==> config.mk <==
export PLATFORM = sky130hd
export DESIGN_NAME = uart_rx_os
export DESIGN_NICKNAME = d
export VERILOG_FILES = /design/src/rtl/uart_rx_os_pkg.sv /design/src/rtl/uart_os_tick.sv /design/src/rtl/uart_rx_os.sv
export SDC_FILE = /design/constraint.sdc
export NUM_CORES = 1
export LEC_CHECK = 0
export CELL_PAD_IN_SITES_DETAIL_PLACEMENT = 0
export CELL_PAD_IN_SITES_GLOBAL_PLACEMENT = 1
export CORE_MARGIN = 3
export CORE_UTILIZATION = 36
export DETAILED_ROUTE_END_ITERATION = 10
export PLACE_DENSITY_LB_ADDON = 0.05
export SETUP_SLACK_MARGIN = 0.15
export SYNTH_ARGS = -nofsm -noshare
export SYNTH_HDL_FRONTEND = slang
export SYNTH_HIERARCHICAL = 1
export SYNTH_SLANG_ARGS = --single-unit
==> constraint.sdc <==
create_clock -name baud_clk_in -period 7.7 [get_ports baud_clk_in]
set_input_delay 1.925 -clock baud_clk_in [delete_from_list [all_inputs] [get_ports baud_clk_in]]
set_output_delay 1.925 -clock baud_clk_in [all_outputs]
set_load 0.005 [all_outputs]
==> src/rtl/uart_rx_os_pkg.sv <==
// Shared types and helpers for the oversampling UART receiver.
// The receiver's optional 8E1 framing is selected with the macro UART_RX_PARITY_EN.
package uart_pkg;

  localparam int DATA_BITS = 8;

  typedef enum logic [2:0] {
    IDLE,
    START,
    DATA,
    PARITY,
    STOP
  } uart_state_e;

  // Clocks per oversample tick; integer truncation is intentional.
  function automatic int uart_div(input int clock, input int baud, input int oversample);
    return clock / (baud * oversample);
  endfunction

endpackage

==> src/rtl/uart_os_tick.sv <==
// Oversample tick divider: counts 0..DIV-1 while enabled and pulses tick on DIV-1.
// The count is frozen while enable is low, and tick is suppressed so nothing advances.
module uart_os_tick #(
  parameter int DIV = 325
) (
  input  logic baud_clk_in,
  input  logic reset,
  input  logic enable,
  output logic tick
);

  localparam int CW = (DIV > 1) ? $clog2(DIV) : 1;
  localparam logic [CW-1:0] LAST = CW'(DIV - 1);

  logic [CW-1:0] cnt_q;
  logic [CW-1:0] cnt_d;

  // Next count: wrap after DIV-1, hold while disabled.
  always_comb begin
    cnt_d = cnt_q;
    if (enable) begin
      cnt_d = (cnt_q == LAST) ? '0 : cnt_q + CW'(1);
    end
  end

  // Counter register with asynchronous reset.
  always_ff @(posedge baud_clk_in or posedge reset) begin
    if (reset) cnt_q <= '0;
    else       cnt_q <= cnt_d;
  end

  assign tick = enable && (cnt_q == LAST);

endmodule

==> src/rtl/uart_rx_os.sv <==
// Oversampling UART receiver, 8N1 by default; 8E1 with a parity_err output when
// UART_RX_PARITY_EN is defined. Bytes leave through a valid/ready handshake; a byte
// completing while the previous one is still unconsumed is dropped and flagged.
module uart_rx_os
  import uart_pkg::*;
#(
  parameter int CLOCK      = 50000000,
  parameter int BAUD       = 9600,
  parameter int OVERSAMPLE = 16
) (
  input  logic                 baud_clk_in,
  input  logic                 reset,
  input  logic                 enable,
  input  logic                 rx,
  output logic [DATA_BITS-1:0] rx_data,
  output logic                 rx_valid,
  input  logic                 rx_ready,
  output logic                 frame_err,
  output logic                 overrun
`ifdef UART_RX_PARITY_EN
  ,
  output logic                 parity_err
`endif
);

  localparam int DIV = uart_div(CLOCK, BAUD, OVERSAMPLE);
  localparam int OSW = $clog2(OVERSAMPLE);
  localparam logic [OSW-1:0] OS_HALF = OSW'(OVERSAMPLE / 2 - 1);
  localparam logic [OSW-1:0] OS_LAST = OSW'(OVERSAMPLE - 1);
  localparam logic [2:0]     BIT_LAST = 3'(DATA_BITS - 1);

  logic                 tick;
  logic                 rx_meta_q;
  logic                 rx_s_q;
  uart_state_e          state_q;
  logic [OSW-1:0]       os_cnt_q;
  logic [2:0]           bit_idx_q;
  logic [DATA_BITS-1:0] shift_q;
  logic [DATA_BITS-1:0] rx_data_q;
  logic                 rx_valid_q;
  logic                 frame_err_q;
  logic                 overrun_q;
  logic                 armed_q;
  logic                 par_bad;
`ifdef UART_RX_PARITY_EN
  logic                 par_q;
  logic                 parity_err_q;
`endif

  uart_os_tick #(.DIV(DIV)) u_tick (
    .baud_clk_in (baud_clk_in),
    .reset       (reset),
    .enable      (enable),
    .tick        (tick)
  );

  // Two-flop synchronizer for the asynchronous line; idles high.
  always_ff @(posedge baud_clk_in or posedge reset) begin
    if (reset) begin
      rx_meta_q <= 1'b1;
      rx_s_q    <= 1'b1;
    end else begin
      rx_meta_q <= rx;
      rx_s_q    <= rx_meta_q;
    end
  end

`ifdef UART_RX_PARITY_EN
  assign par_bad = (^shift_q) ^ par_q;
`else
  assign par_bad = 1'b0;
`endif

  // Frame FSM plus output handshake, all registered.
  always_ff @(posedge baud_clk_in or posedge reset) begin
    if (reset) begin
      state_q      <= IDLE;
      os_cnt_q     <= '0;
      bit_idx_q    <= '0;
      shift_q      <= '0;
      rx_data_q    <= '0;
      rx_valid_q   <= 1'b0;
      frame_err_q  <= 1'b0;
      overrun_q    <= 1'b0;
      armed_q      <= 1'b1;
`ifdef UART_RX_PARITY_EN
      par_q        <= 1'b0;
      parity_err_q <= 1'b0;
`endif
    end else begin
      frame_err_q <= 1'b0;
      overrun_q   <= 1'b0;
`ifdef UART_RX_PARITY_EN
      parity_err_q <= 1'b0;
`endif
      if (rx_valid_q && rx_ready) rx_valid_q <= 1'b0;

      if (!enable) begin
        state_q <= IDLE;
      end else if (tick) begin
        case (state_q)
          IDLE: begin
            // After a framing error the line must be seen high before a new start is accepted.
            if (rx_s_q) begin
              armed_q <= 1'b1;
            end else if (armed_q) begin
              os_cnt_q <= '0;
              state_q  <= START;
            end
          end
          START: begin
            if (os_cnt_q == OS_HALF) begin
              if (!rx_s_q) begin
                os_cnt_q  <= '0;
                bit_idx_q <= '0;
                state_q   <= DATA;
              end else begin
                state_q <= IDLE;
              end
            end else begin
              os_cnt_q <= os_cnt_q + OSW'(1);
            end
          end
          DATA: begin
            os_cnt_q <= os_cnt_q + OSW'(1);
            if (os_cnt_q == OS_LAST) begin
              shift_q   <= {rx_s_q, shift_q[DATA_BITS-1:1]};
              bit_idx_q <= bit_idx_q + 3'd1;
              if (bit_idx_q == BIT_LAST) begin
`ifdef UART_RX_PARITY_EN
                state_q <= PARITY;
`else
                state_q <= STOP;
`endif
              end
            end
          end
`ifdef UART_RX_PARITY_EN
          PARITY: begin
            os_cnt_q <= os_cnt_q + OSW'(1);
            if (os_cnt_q == OS_LAST) begin
              par_q   <= rx_s_q;
              state_q <= STOP;
            end
          end
`endif
          STOP: begin
            os_cnt_q <= os_cnt_q + OSW'(1);
            if (os_cnt_q == OS_LAST) begin
              state_q <= IDLE;
              if (!rx_s_q) begin
                frame_err_q <= 1'b1;
                armed_q     <= 1'b0;
              end else if (par_bad) begin
`ifdef UART_RX_PARITY_EN
                parity_err_q <= 1'b1;
`endif
              end else if (rx_valid_q && !rx_ready) begin
                overrun_q <= 1'b1;
              end else begin
                rx_data_q  <= shift_q;
                rx_valid_q <= 1'b1;
              end
            end
          end
          default: state_q <= IDLE;
        endcase
      end
    end
  end

  assign rx_data   = rx_data_q;
  assign rx_valid  = rx_valid_q;
  assign frame_err = frame_err_q;
  assign overrun   = overrun_q;
`ifdef UART_RX_PARITY_EN
  assign parity_err = parity_err_q;
`endif

endmodule

==> impl_summary.txt, run 1 <==
----------------------------------------------------
[Power]
  Fraction of power consumed by combinational cells ... 0.114
  Static leakage ... 1.100 nW
  Proportion of total power due to net switching ... 0.2593
  Worst VDD drop ... 97.15 uV
  Total net switching power ... 0.0001382 W
  Portion of total power attributed to the clock network ... 0.393
  Relative contribution of sequential cells to total power ... 0.494
  Internal portion of total power ... 0.0003949 W
  Total Power Consumption ... 0.0005331 W
  Total power divided by cell area ... 225.5 mW/mm^2

[Clock network]
  Clock transition at path regs ... 0.09 ns
  Resized cells post-CTS ... 0
  Clock root buffer master ... clkbuf_8
  CTS Hold Bufs ... 0
  Post-CTS setup buffer count ... 0
  CTS sink count ... 41
  Count of H-tree levels built during CTS ... 2
  Clock tree from TritonCTS ... yes
  Worst-Skew Late Latency ... 0.30 ns
  Total CTS buffers ... 5
  Maximum clock insertion buffer count ... 2

[Detailed routing]
  Remaining number of nets flagged by the antenna check after routing ... 0
  Met3 routed wirelength ... 145 um
  DR pass1 iterations ... 4
  Routed length on met1 ... 1.744 mm
  Vias per Instance ... 5.185
  Final Routed Wirelength ... 3.731 mm
  Top layer reached by signal wires ... met4
  Number of design-rule violations left by the first detailed-router iteration ... 62
  Detail-routed net length per standard cell ... 14.69 um
  Vias after detailed routing ... 1317
  Post-route DRC violation count ... 0
  Met2 Routed Length ... 1.770 mm

[Synth]
  Cell area after technology mapping ... 0.002019 sq mm
  Nets in the synthesized netlist ... 176
  Sequential fraction of the synthesis area ... 0.5099
  Number of flops mapped to enable cells by yosys ... 0
  Number of distinct library cells after synthesis ... 51
  Compound-cell area share of the yosys netlist ... 0.07311
  Share of synthesized area spent on multiplexers ... 0.1406
  Count of yosys warnings during synthesis ... 6
  Xor and xnor fraction of the mapped netlist area ... 0.03036
  Post-Synth Simple-Gate Area ... 0.1828
  Predominant post-synthesis flop cell ... dfrtp_1
  Synthesized flop and latch total ... 41
  Fraction of registers with async set/reset ... 1.000
  Mean cell area of the mapped netlist ... 12.17 sq um
  Dominant combinational cell family by area after synthesis ... simple AND/OR/NAND/NOR gates
  Post-synthesis instance total ... 166
  Adder-cell share of the synthesized area ... 0.03098

[Place]
  Routability congestion estimate from global placement ... 0.7663
  Total instance count after detailed placement ... 246
  Number of buffers inserted by port buffering ... 15
  Detailed placer's ending HPWL ... 2.578 mm

[Timing]
  Worst Tran Pin Value ... 0.6969 ns
  Clock skew ... 0.009870 ns
  Number of setup violations in the final report ... 0
  Minimum hold slack ... 0.3628 ns
  Max-slew headroom ... 0.5318
  Final count of pins violating max slew ... 0
  Period utilisation layout ... 0.6474
  Final Hold Vio Count ... 0
  RSZ-0062 raised after global routing ... false
  Fin Setup TNS ... 0 ns
  Tmin final ... 4.985 ns
  Highest Clock Rate ... 200.6 MHz

[Run status]
  Outcome ... finished clean

[Job]
  Total of max-cap violations ... 0

[Global routing]
  Remaining global-route overflow ... 0
  Antenna violations before repair ... 0
  Global-route wire length before repair ... 6.306 mm
  Number of global-route vias before repair ... 1325
  Overall Global Routing Usage ... 0.1269
  Pin count of the biggest net entering global routing ... 33

[Worst setup path]
  Arr. time, crit path ... 5.17 ns
  Cell type of the slowest stage on the worst timing path ... clkdlybuf4s50_1
  Combined buffer and inverter count along the critical path ... 1
  Maximum fanout along the worst path ... 14
  Critical Path Source Type ... input port
  Critical Path Max Stage Delay ... 0.79 ns
  Critical path class ... in -> reg
  Family with the most delay on the worst path ... simple AND/OR/NAND/NOR gates
  Worst EP required ... 7.88 ns
  Sequence of cells on the critical path ... clkdlybuf4s50_1 -> nand4_1 -> nor4_4 -> nand2_1 -> or4_4 -> nor2b_2 -> mux2_4
  Crit end category ... register

[Floorplanning]
  Starting utilization of the core area ... 0.3832
  Row count ... 26
  I/O pin total ... 16
  Overall die width ... 80.90 um
  Core outline area ... 0.005270 sq mm
  Vertical die dimension ... 80.90 um
  Floorplan die area ... 0.006544 sq mm

[Final layout]
  Area growth syn-to-layout ... 17.04%
  Net count, final ... 193
  Non-Filler Instances ... 254
  Antenna diodes ... 0
  Fillers ... 515
  Share of layout cells above drive strength 1 ... 0.2174

[Worst hold path]
  Worst Hold Class ... reg -> reg

----------------------------------------------------
[power by group through the flow]
| stage | clock network (W) | logic [W] | registers, W |
|---|---|---|---|
| after detailed placement | 0 | 0.0000615 | 0.000266 |
| after global placement | 0 | 0.0000608 | 0.000267 |
| after global routing | 0.000225 | 0.0000683 | 0.000266 |
| after CTS | 0.000216 | 0.0000620 | 0.000262 |
| final | 0.000209 | 0.0000605 | 0.000263 |
| after floorplan | 0 | 0.0000577 | 0.000255 |
[metal layers]
metal / global-route usage / up-vias
li1: - / 634
met1: 0.1607 / 659
met2: 0.1995 / 17
met3: 0.03880 / 7
met4: 0.05574 / 0
met5: 0 / -
[layout make-up]
cell class	instances	area (sq um)	share of cell area
tap	70	87.58	0.03706
sequential	41	1030	0.4357
inverter	7	26.28	0.01112
multi-input combinational	112	924.6	0.3912
timing repair buffer	16	157.7	0.06670
clock inverter	3	68.82	0.02912
clock buffer	5	68.82	0.02912
[cell usage after synthesis (2+ instances only)]
master	instances	area, sq um
nand3_1	4	20.02
dfstp_2	3	78.83
nor4_1	2	12.51
xnor2_1	6	52.55
inv_1	7	26.28
nand2b_1	3	18.77
nor2b_1	2	12.51
nand2_1	9	33.78
o21ai_0	6	30.03
a22oi_1	2	15.01
mux2_4	8	120.1
or3b_1	2	17.52
nor3b_1	2	15.01
mux2_2	11	123.9
nand4_1	5	31.28
mux2i_1	4	40.04
clkbuf_1	2	7.510
ha_1	5	62.56
buf_4	2	15.01
o211ai_1	2	15.01
a21o_1	2	15.01
and3_1	3	18.77
a21oi_1	2	10.01
nor2_1	8	30.03
dfrtp_1	38	950.9
[layout by cell type (no fill, tap or decap), drive strengths merged, types with 2 or more instances in the layout]
master         count
mux2              19
ha                 5
dfrtp             38
nor4               3
and4               2
xnor2              6
or3b               3
and3               3
nand2              9
mux2i              4
a22oi              2
nor2b              3
nor3b              2
inv                8
dfstp              3
nand2b             3
or4                2
a21o               2
nor2               8
clkdlybuf4s50     15
o21ai              6
nand4              5
or3                2
clkbuf             5
bufinv             2
nand3              5
a21oi              2
o211ai             2
nor3               2
[metrics by stage]
step	cell area [sq um]	utilization	worst slack, ns
floorplan	2019	-	3.692
global placement	2226	0.4224	2.502
detailed placement	2226	0.4224	2.411
CTS	2364	0.4485	2.728
global route	2364	0.4485	2.457
finish	2364	0.4485	2.715
[path summary, 6_finish.rpt]
| check | startpoint | to | slack [ns] | cells after the start |
|---|---|---|---|---|
| min in group asynchronous | reset | u_tick/cnt_q[4]$_DFFE_PP0P_ | 1.92 | 2 |
| hold reg to reg | rx_meta_q$_DFF_PP1_ | rx_s_q$_DFF_PP1_ | 0.36 | 0 |
| max in group asynchronous | reset | armed_q$_DFFE_PP1P_ | 5.32 | 3 |
| hold / removal | rx_meta_q$_DFF_PP1_ | rx_s_q$_DFF_PP1_ | 0.36 | 0 |
| setup reg to reg | u_tick/cnt_q[0]$_DFFE_PP0P_ | rx_data[5]$_DFFE_PP0P_ | 4.60 | 8 |
| setup / recovery | enable | rx_data[5]$_DFFE_PP0P_ | 2.72 | 7 |
[logic make-up (layout without fill, tap and decap cells)]
kind of cell	Yosys count	count (layout)
muxes	23	23
AOI/OAI and AO/OA	21	21
adders and majority gates	5	5
DFF	41	41
buffers and inverters	13	31
and+or+nand+nor	56	56
xor gates and xnor gates	7	7
[state kept, by name, summed over array words and instances, names as in the netlist, 3 cells and up]
name          count
state_q           3
os_cnt_q          4
u_tick/cnt_q      9
shift_q           8
rx_data           8
bit_idx_q         3
[worst register-to-register path, delay by kind of cell, from the launching register on]
kind	cells	cell delay, ns
simple gates	5	2.01
mux	1	0.35
fa+ha+maj	1	0.14
flops	1	0.42
buf+inv	1	0.07
(Power assumes the default switching activity.)
==> run 2: changes to the inputs <==
Clock period 7.7 ns to 4.1 ns, I/O delays scaled along.
==> run 2 against run 1 <==
Core utilization grew 0.74 points. Sequential share of layout area shrank 0.70 points. First-iteration DRC count shrank 50%. Clock skew shrank 0.0045 ns. Non-clock buffer count grew 3. Setup slack lost 2.1 ns. Combinational power grew 88%. Critical path depth is the same. Largest power group unchanged. Global-route usage grew 0.23 points. Sequential power grew 88%.
==> impl_summary.txt, run 2 (same netlist as run 1, synthesis figures left out) <==
----------------------------------------------------
[Run status]
  Outcome ... finished clean

[Worst setup path]
  Crit end category ... register
  Maximum fanout along the worst path ... 8 (-6)
  Reg-to-reg setup timing slack ... 1.27 ns (-3.33 ns)
  Critical path class ... in -> reg
  Arr. time, crit path ... 3.62 ns (-1.55 ns)
  Worst EP required ... 4.28 ns (-3.60 ns)
  R2r endpoint ... rx_data[5]$_DFFE_PP0P_
  Critical Path Source Type ... input port
  Startpoint of the lowest-slack register-to-register path ... u_tick/cnt_q[3]$_DFFE_PP0P_
  Number of cells traversed by the worst register-to-register path ... 6 (-2)

[Final layout]
  Share of layout cells above drive strength 1 ... 0.2299 (+0.01256)
  Area occupied by multi-input gates ... 924.6 sq um (unchanged)
  Antenna diodes ... 0 (unchanged)
  Register cell area after layout ... 0.001030 sq mm (unchanged)
  Largest Register ... u_tick/cnt_q
  Max reg flops ... 9 (unchanged)
  Area growth syn-to-layout ... 18.96%
  Fillers ... 481 (-6.6%)
  Most frequent cells in the layout ... dfrtp_1, clkdlybuf4s50_1, mux2_2, nand2_1
  Net count, final ... 196 (+1.6%)
  Utilization of the core after routing ... 0.4558 (+0.007359)
  Most frequent standard cell in the layout excluding fill and tap cells ... dfrtp_1

[Worst hold path]
  Cells on Worst Hold Path ... 0 (unchanged)
  Worst Hold Class ... reg -> reg
  Start point of the worst hold path ... rx_meta_q$_DFF_PP1_
  Hold worst-path end ... rx_s_q$_DFF_PP1_

[Power]
  Static leakage ... 1.118 nW (+1.7%)
  Total power divided by cell area ... 412.2 mW/mm^2 (+83%)
  Worst VDD drop ... 225.6 uV (+130%)
  Total Power Consumption ... 0.0009901 W (+86%)

[Timing]
  Period utilisation layout ... 0.8385
  Final Hold Vio Count ... 0 (unchanged)
  Fin Setup TNS ... 0 ns (unchanged)
  Worst Tran Pin Value ... 0.6079 ns (-0.08898 ns)
  Number of setup violations in the final report ... 0 (unchanged)
  Highest Clock Rate ... 290.9 MHz
  Final count of pins violating max slew ... 0 (unchanged)
  RSZ-0062 raised after global routing ... false
  Max-slew headroom ... 0.5929 (+0.06106)
  Tmin final ... 3.438 ns
  Clock skew ... 0.005357 ns (-0.004513 ns)
  Fin worst setup slack ... 0.6622 ns (-2.053 ns)

[Clock network]
  Clock transition at path regs ... 0.08 ns (about the same)
  Count of H-tree levels built during CTS ... 2 (unchanged)
  Resized cells post-CTS ... 0 (unchanged)
  CTS sink count ... 41 (unchanged)
  Maximum clock insertion buffer count ... 2 (unchanged)
  Worst-Skew Late Latency ... 0.29 ns (about the same)
  Clock root buffer master ... clkbuf_8
  CTS Hold Bufs ... 0 (unchanged)
  Clock tree from TritonCTS ... yes
  Total CTS buffers ... 5 (unchanged)
  Post-CTS setup buffer count ... 0 (unchanged)

[Floorplanning]
  Starting utilization of the core area ... 0.3832 (unchanged)
  Floorplan die area ... 0.006544 sq mm (unchanged)
  I/O pin total ... 16 (unchanged)
  Core outline area ... 0.005270 sq mm (unchanged)
  Vertical die dimension ... 80.90 um (unchanged)
  Overall die width ... 80.90 um (unchanged)
  Row count ... 26 (unchanged)

[Detailed routing]
  Number of design-rule violations left by the first detailed-router iteration ... 31 (-50%)
  Remaining number of nets flagged by the antenna check after routing ... 0 (unchanged)
  DR pass1 iterations ... 4 (unchanged)
  Post-route DRC violation count ... 0 (unchanged)
  Detail-routed net length per standard cell ... 14.59 um (-0.69%)
  Vias after detailed routing ... 1322 (+0.38%)
  Vias per Instance ... 5.144 (-0.79%)
  Final Routed Wirelength ... 3.749 mm (+0.48%)

[Global routing]
  Remaining global-route overflow ... 0 (unchanged)
  Number of global-route vias before repair ... 1257 (-5.1%)
  Global-route wire length before repair ... 6.306 mm (unchanged)
  Antenna violations before repair ... 0 (unchanged)
  Pin count of the biggest net entering global routing ... 32 (-3.0%)
  Overall Global Routing Usage ... 0.1293 (+0.002346)

[Place]
  Number of buffers inserted by port buffering ... 15 (unchanged)
  Pre-CTS setup slack ... 0.3331 ns (-2.078 ns)
  Routability congestion estimate from global placement ... 0.8092 (+5.6%)
  Detailed placer's ending HPWL ... 2.720 mm (+5.5%)

[Job]
  Total of max-cap violations ... 0 (unchanged)

----------------------------------------------------
run 2: cell types whose count changed in the layout (fill, tap and decap cells not counted), sizes merged:
cell    delta
buf        +3
clkinv     +2
inv        -2
run 2: through the flow:
stage | instance area (sq um) | hold slack, ns | instances
floorplan | 2019 | 0.3452 | 166
global placement | 2241 | 0.3473 | 248
detailed placement | 2241 | 0.3496 | 248
CTS | 2375 | 0.3609 | 256
global route | 2402 | 0.3654 | 257
finish | 2402 | 0.3599 | 257
run 2: layout make-up:
class | instances | area share
clock inverters | 3 | 0.02708
well taps | 70 | 0.03646
flip-flops and latches | 41 | 0.4286
clock buffers | 5 | 0.02865
inverters | 7 | 0.01094
repair buffers | 19 | 0.08333
multi-input cells | 112 | 0.3849
run 2: routing by layer:
metal  vias up  GRT usage  share of wire
met5         -          0              0
met4         0    0.06081          0.019
met3         8    0.03548          0.033
met2        17     0.1897           0.44
met1       653     0.1761           0.51
li1        644          -              -
run 2: worst max-delay path, cell delays in order:
cell and delay [ns]:
clkdlybuf4s50_1 0.51, nand4_1 0.17, nor4_4 0.26, nand2_1 0.21, or4_4 0.57, nor2b_2 0.52, mux2_4 0.35
run 2: how the worst max path moves through the flow:
| stage | to | slack [ns] | from | depth (start not counted) |
|---|---|---|---|---|
| floorplan | rx_data[0]$_DFFE_PP0P_ | 0.99 | enable | 8 |
| global placement | rx_data[4]$_DFFE_PP0P_ | 0.40 | enable | 7 |
| detailed placement | rx_data[6]$_DFFE_PP0P_ | 0.33 | enable | 7 |
| CTS | rx_data[6]$_DFFE_PP0P_ | 0.66 | enable | 7 |
| global route | rx_data[5]$_DFFE_PP0P_ | 0.56 | enable | 7 |
| finish | rx_data[5]$_DFFE_PP0P_ | 0.66 | enable | 7 |
run 2: report_power, final:
| part | internal [W] | total (W) | switching, W |
|---|---|---|---|
| sequential | 0.000440 | 0.000494 | 0.0000544 |
| combinational | 0.0000593 | 0.000114 | 0.0000548 |
| clock | 0.000242 | 0.000382 | 0.000140 |
| total | 0.000741 | 0.000990 | 0.000249 |
